[config.mk]
export PLATFORM = sky130hd
export DESIGN_NAME = counter_stim_gen_flat
export DESIGN_NICKNAME = d
export VERILOG_FILES = /design/src/rtl/counter_stim_gen_if.sv /design/src/rtl/counter_stim_gen.sv /design/src/flat_wrapper.sv
export SDC_FILE = /design/constraint.sdc
export NUM_CORES = 1
export LEC_CHECK = 0
export ABC_AREA = 1
export CORE_UTILIZATION = 40
export CTS_BUF_LIST = sky130_fd_sc_hd__clkbuf_2 sky130_fd_sc_hd__clkbuf_4 sky130_fd_sc_hd__clkbuf_8
export DETAILED_ROUTE_END_ITERATION = 10
export SYNTH_ARGS = -nofsm -noshare
export SYNTH_HDL_FRONTEND = slang
export SYNTH_SLANG_ARGS = --single-unit
[constraint.sdc]
create_clock -name clk -period 2.11 [get_ports clk]
set_input_delay 0.5275 -clock clk [delete_from_list [all_inputs] [get_ports clk]]
set_output_delay 0.5275 -clock clk [all_outputs]
set_load 0.02 [all_outputs]
[src/rtl/counter_stim_gen_if.sv]
// Control/status bundle between the stimulus sequencer and its consumers
// (the counter under test and the counter scoreboard).
interface counter_stim_gen_if;
  logic       start;
  logic       rco_in;
  logic       enable;
  logic [1:0] modo;
  logic [3:0] D;
  logic       busy;
  logic       done;
  logic [2:0] phase;
  logic [3:0] iter;
  logic [7:0] rco_count;

  modport master (
    input  start, rco_in,
    output enable, modo, D, busy, done, phase, iter, rco_count
  );

  modport slave (
    output start, rco_in,
    input  enable, modo, D, busy, done, phase, iter, rco_count
  );
endinterface

[src/rtl/counter_stim_gen.sv]
// Stimulus sequencer for the 4-bit mode counter: iterates LOAD/UP/DN/DN3/DIS
// phases with a stepping load seed and counts returned rco pulses.
module counter_stim_gen #(
  parameter int unsigned N_UP      = 18,
  parameter int unsigned N_DN      = 18,
  parameter int unsigned N_D3      = 8,
  parameter int unsigned N_DIS     = 2,
  parameter int unsigned N_ITER    = 4,
  parameter logic [3:0]  SEED0     = 4'hA,
  parameter logic [3:0]  SEED_STEP = 4'h3
) (
  input logic               clk,
  input logic               reset_L,
  counter_stim_gen_if.master bus
);

  typedef enum logic [2:0] {
    IDLE = 3'd0,
    LOAD = 3'd1,
    UP   = 3'd2,
    DN   = 3'd3,
    DN3  = 3'd4,
    DIS  = 3'd5,
    DONE = 3'd6
  } phase_t;

  localparam logic [3:0] LAST_ITER = 4'(N_ITER - 1);

  phase_t     state, state_nxt, follow;
  logic [7:0] cnt, cnt_nxt;
  logic [3:0] iter_q, iter_nxt;
  logic [3:0] seed, seed_nxt;
  logic [7:0] rco_q;
  logic       rco_clr;
  logic       enable_q, enable_nxt;
  logic [1:0] modo_q, modo_nxt;
  logic [3:0] d_q, d_nxt;
  logic       busy_q, busy_nxt;
  logic       done_q, done_nxt;

  // First non-empty timed phase after p; IDLE stands for "end of iteration".
  function automatic phase_t timed_after(input phase_t p);
    if (p == LOAD && N_UP != 0) return UP;
    if ((p == LOAD || p == UP) && N_DN != 0) return DN;
    if ((p == LOAD || p == UP || p == DN) && N_D3 != 0) return DN3;
    if (p != DIS && N_DIS != 0) return DIS;
    return IDLE;
  endfunction

  function automatic logic [7:0] reload(input phase_t p);
    case (p)
      UP:      return 8'(N_UP - 1);
      DN:      return 8'(N_DN - 1);
      DN3:     return 8'(N_D3 - 1);
      DIS:     return 8'(N_DIS - 1);
      default: return '0;
    endcase
  endfunction

  always_ff @(posedge clk or negedge reset_L) begin
    if (!reset_L) begin
      state    <= IDLE;
      cnt      <= '0;
      iter_q   <= '0;
      seed     <= SEED0;
      enable_q <= 1'b0;
      modo_q   <= 2'b00;
      d_q      <= '0;
      busy_q   <= 1'b0;
      done_q   <= 1'b0;
    end else begin
      state    <= state_nxt;
      cnt      <= cnt_nxt;
      iter_q   <= iter_nxt;
      seed     <= seed_nxt;
      enable_q <= enable_nxt;
      modo_q   <= modo_nxt;
      d_q      <= d_nxt;
      busy_q   <= busy_nxt;
      done_q   <= done_nxt;
    end
  end

  always_comb begin
    state_nxt = state;
    cnt_nxt   = cnt;
    iter_nxt  = iter_q;
    seed_nxt  = seed;
    rco_clr   = 1'b0;
    follow    = timed_after(state);
    case (state)
      IDLE, DONE: begin
        if (bus.start) begin
          state_nxt = LOAD;
          cnt_nxt   = '0;
          iter_nxt  = '0;
          seed_nxt  = SEED0;
          rco_clr   = 1'b1;
        end
      end
      LOAD, UP, DN, DN3, DIS: begin
        if (state == LOAD || cnt == '0) begin
          if (follow != IDLE) begin
            state_nxt = follow;
            cnt_nxt   = reload(follow);
          end else if (iter_q == LAST_ITER) begin
            state_nxt = DONE;
          end else begin
            state_nxt = LOAD;
            cnt_nxt   = '0;
            iter_nxt  = iter_q + 4'd1;
            seed_nxt  = seed + SEED_STEP;
          end
        end else begin
          cnt_nxt = cnt - 8'd1;
        end
      end
      default: state_nxt = IDLE;
    endcase
  end

  // Control outputs are decoded from the next phase so they register
  // together with it.
  always_comb begin
    enable_nxt = 1'b0;
    modo_nxt   = 2'b00;
    d_nxt      = '0;
    busy_nxt   = 1'b0;
    done_nxt   = 1'b0;
    case (state_nxt)
      LOAD: begin
        enable_nxt = 1'b1;
        modo_nxt   = 2'b11;
        d_nxt      = seed_nxt;
        busy_nxt   = 1'b1;
      end
      UP: begin
        enable_nxt = 1'b1;
        d_nxt      = seed_nxt;
        busy_nxt   = 1'b1;
      end
      DN: begin
        enable_nxt = 1'b1;
        modo_nxt   = 2'b01;
        d_nxt      = seed_nxt;
        busy_nxt   = 1'b1;
      end
      DN3: begin
        enable_nxt = 1'b1;
        modo_nxt   = 2'b10;
        d_nxt      = seed_nxt;
        busy_nxt   = 1'b1;
      end
      DIS: begin
        d_nxt    = seed_nxt;
        busy_nxt = 1'b1;
      end
      DONE:    done_nxt = 1'b1;
      default: ;
    endcase
  end

  always_ff @(posedge clk or negedge reset_L) begin
    if (!reset_L) begin
      rco_q <= '0;
    end else if (rco_clr) begin
      rco_q <= '0;
    end else if (busy_q && bus.rco_in && rco_q != '1) begin
      rco_q <= rco_q + 8'd1;
    end
  end

  assign bus.enable    = enable_q;
  assign bus.modo      = modo_q;
  assign bus.D         = d_q;
  assign bus.busy      = busy_q;
  assign bus.done      = done_q;
  assign bus.phase     = state;
  assign bus.iter      = iter_q;
  assign bus.rco_count = rco_q;

endmodule
[src/flat_wrapper.sv]
// flat-port wrapper written by rule: the top's interface ports become plain ports
module counter_stim_gen_flat 
#(
  parameter int unsigned N_UP      = 18,
  parameter int unsigned N_DN      = 18,
  parameter int unsigned N_D3      = 8,
  parameter int unsigned N_DIS     = 2,
  parameter int unsigned N_ITER    = 4,
  parameter logic [3:0]  SEED0     = 4'hA,
  parameter logic [3:0]  SEED_STEP = 4'h3
)
  (clk, reset_L, bus_start, bus_rco_in, bus_enable, bus_modo, bus_D, bus_busy, bus_done, bus_phase, bus_iter, bus_rco_count);
  counter_stim_gen_if bus_i ();
  input logic clk;
  input logic reset_L;
  input wire logic [$bits(bus_i.start)-1:0] bus_start;
  input wire logic [$bits(bus_i.rco_in)-1:0] bus_rco_in;
  output wire logic [$bits(bus_i.enable)-1:0] bus_enable;
  output wire logic [$bits(bus_i.modo)-1:0] bus_modo;
  output wire logic [$bits(bus_i.D)-1:0] bus_D;
  output wire logic [$bits(bus_i.busy)-1:0] bus_busy;
  output wire logic [$bits(bus_i.done)-1:0] bus_done;
  output wire logic [$bits(bus_i.phase)-1:0] bus_phase;
  output wire logic [$bits(bus_i.iter)-1:0] bus_iter;
  output wire logic [$bits(bus_i.rco_count)-1:0] bus_rco_count;
  assign bus_i.start = bus_start;
  assign bus_i.rco_in = bus_rco_in;
  assign bus_enable = bus_i.enable;
  assign bus_modo = bus_i.modo;
  assign bus_D = bus_i.D;
  assign bus_busy = bus_i.busy;
  assign bus_done = bus_i.done;
  assign bus_phase = bus_i.phase;
  assign bus_iter = bus_i.iter;
  assign bus_rco_count = bus_i.rco_count;
  counter_stim_gen #(.N_UP(N_UP), .N_DN(N_DN), .N_D3(N_D3), .N_DIS(N_DIS), .N_ITER(N_ITER), .SEED0(SEED0), .SEED_STEP(SEED_STEP)) u_core (.clk(clk), .reset_L(reset_L), .bus(bus_i));
endmodule
==> flow_summary.toml <==
[status]
status = "finished clean"

[timing]
setup_slack_ns = 0.161
hold_slack_ns = 0.194
finalMaxSlewViolations = 0
slew_headroom_pct = 79.4
max_freq_mhz = 513
fin_crit_sh_pct = 92.4
fin_crit_ns = 1.95
worst_pin_slew_ns = 0.308
setup_violations = 0
rsz0062_at_grt = "false"
hold_viol = 0
fin_tns_setup_ns = 0
worst_clock_skew_ns = 0.00470

[synth]
synth_edf_count = 0
synth.area.top_cells = "dfrtp_1, nand2_1, inv_1"
ys_seq_area_share_pct = 45.4
synthAdderAreaFrac_pct = 2.52
syn_inst = 255
synth_fp_nets = 263
synth_compound_area_share_pct = 12.6
synth_xor_xnor_area_share_pct = 2.20
yosys_warnings = 0
synthArstFlopShare_pct = 100
ys.flop_type = "dfrtp_1"
yosys.area_share.simple_pct = 28.1
synth.distinct_cells = 31
synth_top_family_by_area = "simple AND/OR/NAND/NOR gates"
synth_top_area_share_pct = 42.8
synth.most_common_cell = "nand2_1"
syn_area_um2 = 1990
ys_seq_elements = 36
synth_top_area_cell = "dfrtp_1"
postSynthAreaPerCell_um2 = 7.80
ys_top_cells_by_count = "nand2_1, inv_1, dfrtp_1, nor2_1, a21oi_1"
synthMuxAreaShare_pct = 0.503

[route]
drcViolationCount = 0
drtIter0Drc = 74
ant_nets = 0
vias = 1746
vias_per_cell = 4.86
drt_wl_total_um = 4320
drtPass1Iterations = 4
routedWlPerCell_um = 12.0

[clock_tree]
cts_tree = "done"
root_buffer = "clkbuf_8"
clockBufferDepth = 2
cts_hold_buf = 0
clock_latency_ns = 0.28
clk_pin_slew_worst_paths_ns = 0.07
cts_buffers = 5
ctsHtreeMaxLevel = 2
clock_sinks = 36

[cells_and_area]
area_delta_synth_final_pct = 24.3
fill_cells = 462
final_cell_count_no_fill = 359
n_antenna_cell = 0
layout.nets = 300
drive_above_1_share_pct = 12.7

[worst_setup_path]
cpPeakStageDelay_ns = 0.66
path_max_fanout = 7
path_cells = "clkdlybuf4s50_1"
crit_arrival_ns = 1.42
worstSetupEndpointType = "output port"
required_ns = 1.58
cpLargestDelayFamily = "buffers and inverters"
r2r_start = "u_core.bus.rco_count[0]"
start_kind = "register"
crit_slowest_cell = "clkdlybuf4s50_1"
crit_type = "register to output port"
crit_start = "u_core.bus.phase[1]"
path_buf_inv = 1

[die]
die_w_um = 72.5
io_pins = 28
rows = 25
die-area_um2 = 5260
initial_core_util_pct = 41.8
coreArea_um2 = 4750
die_y_um = 72.5

[placement]
dp_cells = 352
place_hpwl_um = 3160
place.gp.congestion = 0.872
port_buffers = 27
dp_slack_ns = 0.0623

[global_route]
grt_pass1_vias = 1748
antenna_found_initial = 0
grt_first_pass_wirelength_um = 7650
grt-ovfl-total = 0
track_usage_pct = 19.0
grt_start_max_net_pins = 37

[worst_hold_path]
hold_path.class = "primary input to async pin"

[pwr]
power_density_nw_per_um2 = 1550
p_leak_uw = 0.00118
ir_drop_uv = 712

[job]
cap_violations = 0
-- area by class of cell --
cell class	count	area [µm²]	share of cell area [%]
multi-input cells	175	921	37.2
flip-flops and latches	36	903	36.5
repair buffers	31	308	12.4
inverters	43	161	6.53
clock buffers	7	96.3	3.89
well taps	67	83.8	3.39
-- what timing repair did --
item,in CTS,in global routing
endpoints found under the setup margin,0,2
buffers inserted,0,0
gates resized for setup,0,2
-- layer usage --
layer | global-route usage [%] | up-vias | part of all wire [%]
li1 | - | 898 | -
met1 | 24.9 | 798 | 48
met2 | 30.4 | 43 | 43
met3 | 4.86 | 7 | 7.2
met4 | 6.75 | 0 | 1.4
met5 | 0 | - | 0
-- per-stage QoR --
step           cell area [µm²]  utilization [%]  power [µW]
3_3_place_gp              2370             49.8        3290
5_1_grt                   2470             52.0        4230
3_5_place_dp              2370             49.8        3300
6_report                  2470             52.0        3840
2_1_floorplan             1990                -        2640
4_1_cts                   2470             51.9        3860
-- kinds of logic (layout without fill, tap and decap cells) --
kind of cell | Yosys count | count (layout)
AND/OR/NAND/NOR | 121 | 121
AO/OA/AOI/OAI | 44 | 44
buffers and inverters | 44 | 81
flip-flops | 36 | 36
XOR/XNOR | 5 | 5
adder cells (fa/ha/maj) | 4 | 4
multiplexers | 1 | 1
-- flip-flops by register name, indices dropped and copies added, names as in the netlist, 2 cells and up --
signal / cells
u_core.bus.iter: 4
u_core.bus.phase: 3
u_core.bus.rco_count: 8
u_core.cnt: 8
u_core.bus.modo: 2
u_core.seed: 4
u_core.bus.D: 4
-- path summary, 6_finish.rpt --
kind,end,slack (ns),cells after the start
max,bus_phase[1],0.16,1
min,u_core.cnt[5],0.19,2
max reg2reg,u_core.bus.rco_count[5],0.28,10
min reg2reg,u_core.bus.iter[0],0.54,1
max in group asynchronous,u_core.seed[3],1.66,2
min in group clk,u_core.bus.iter[0],0.54,1
-- report_power, final --
| group | switching (µW) | internal [µW] |
|---|---|---|
| clock | 236 | 291 |
| sequential | 157 | 937 |
| combinational | 1410 | 812 |
-- cells in the final DEF, fill, tap and decap left out, drive strengths merged, types with 4 or more instances in the layout --
cell type      instances
nand3                 16
o22ai                  4
o21ai                 16
ha                     4
nand4                  7
buf                    5
clkbuf                 7
clkdlybuf4s50         26
nand2                 65
inv                   43
a21oi                 15
nor2                  29
dfrtp                 34
xor2                   4
No activity file was read; power rests on OpenSTA's default activity.
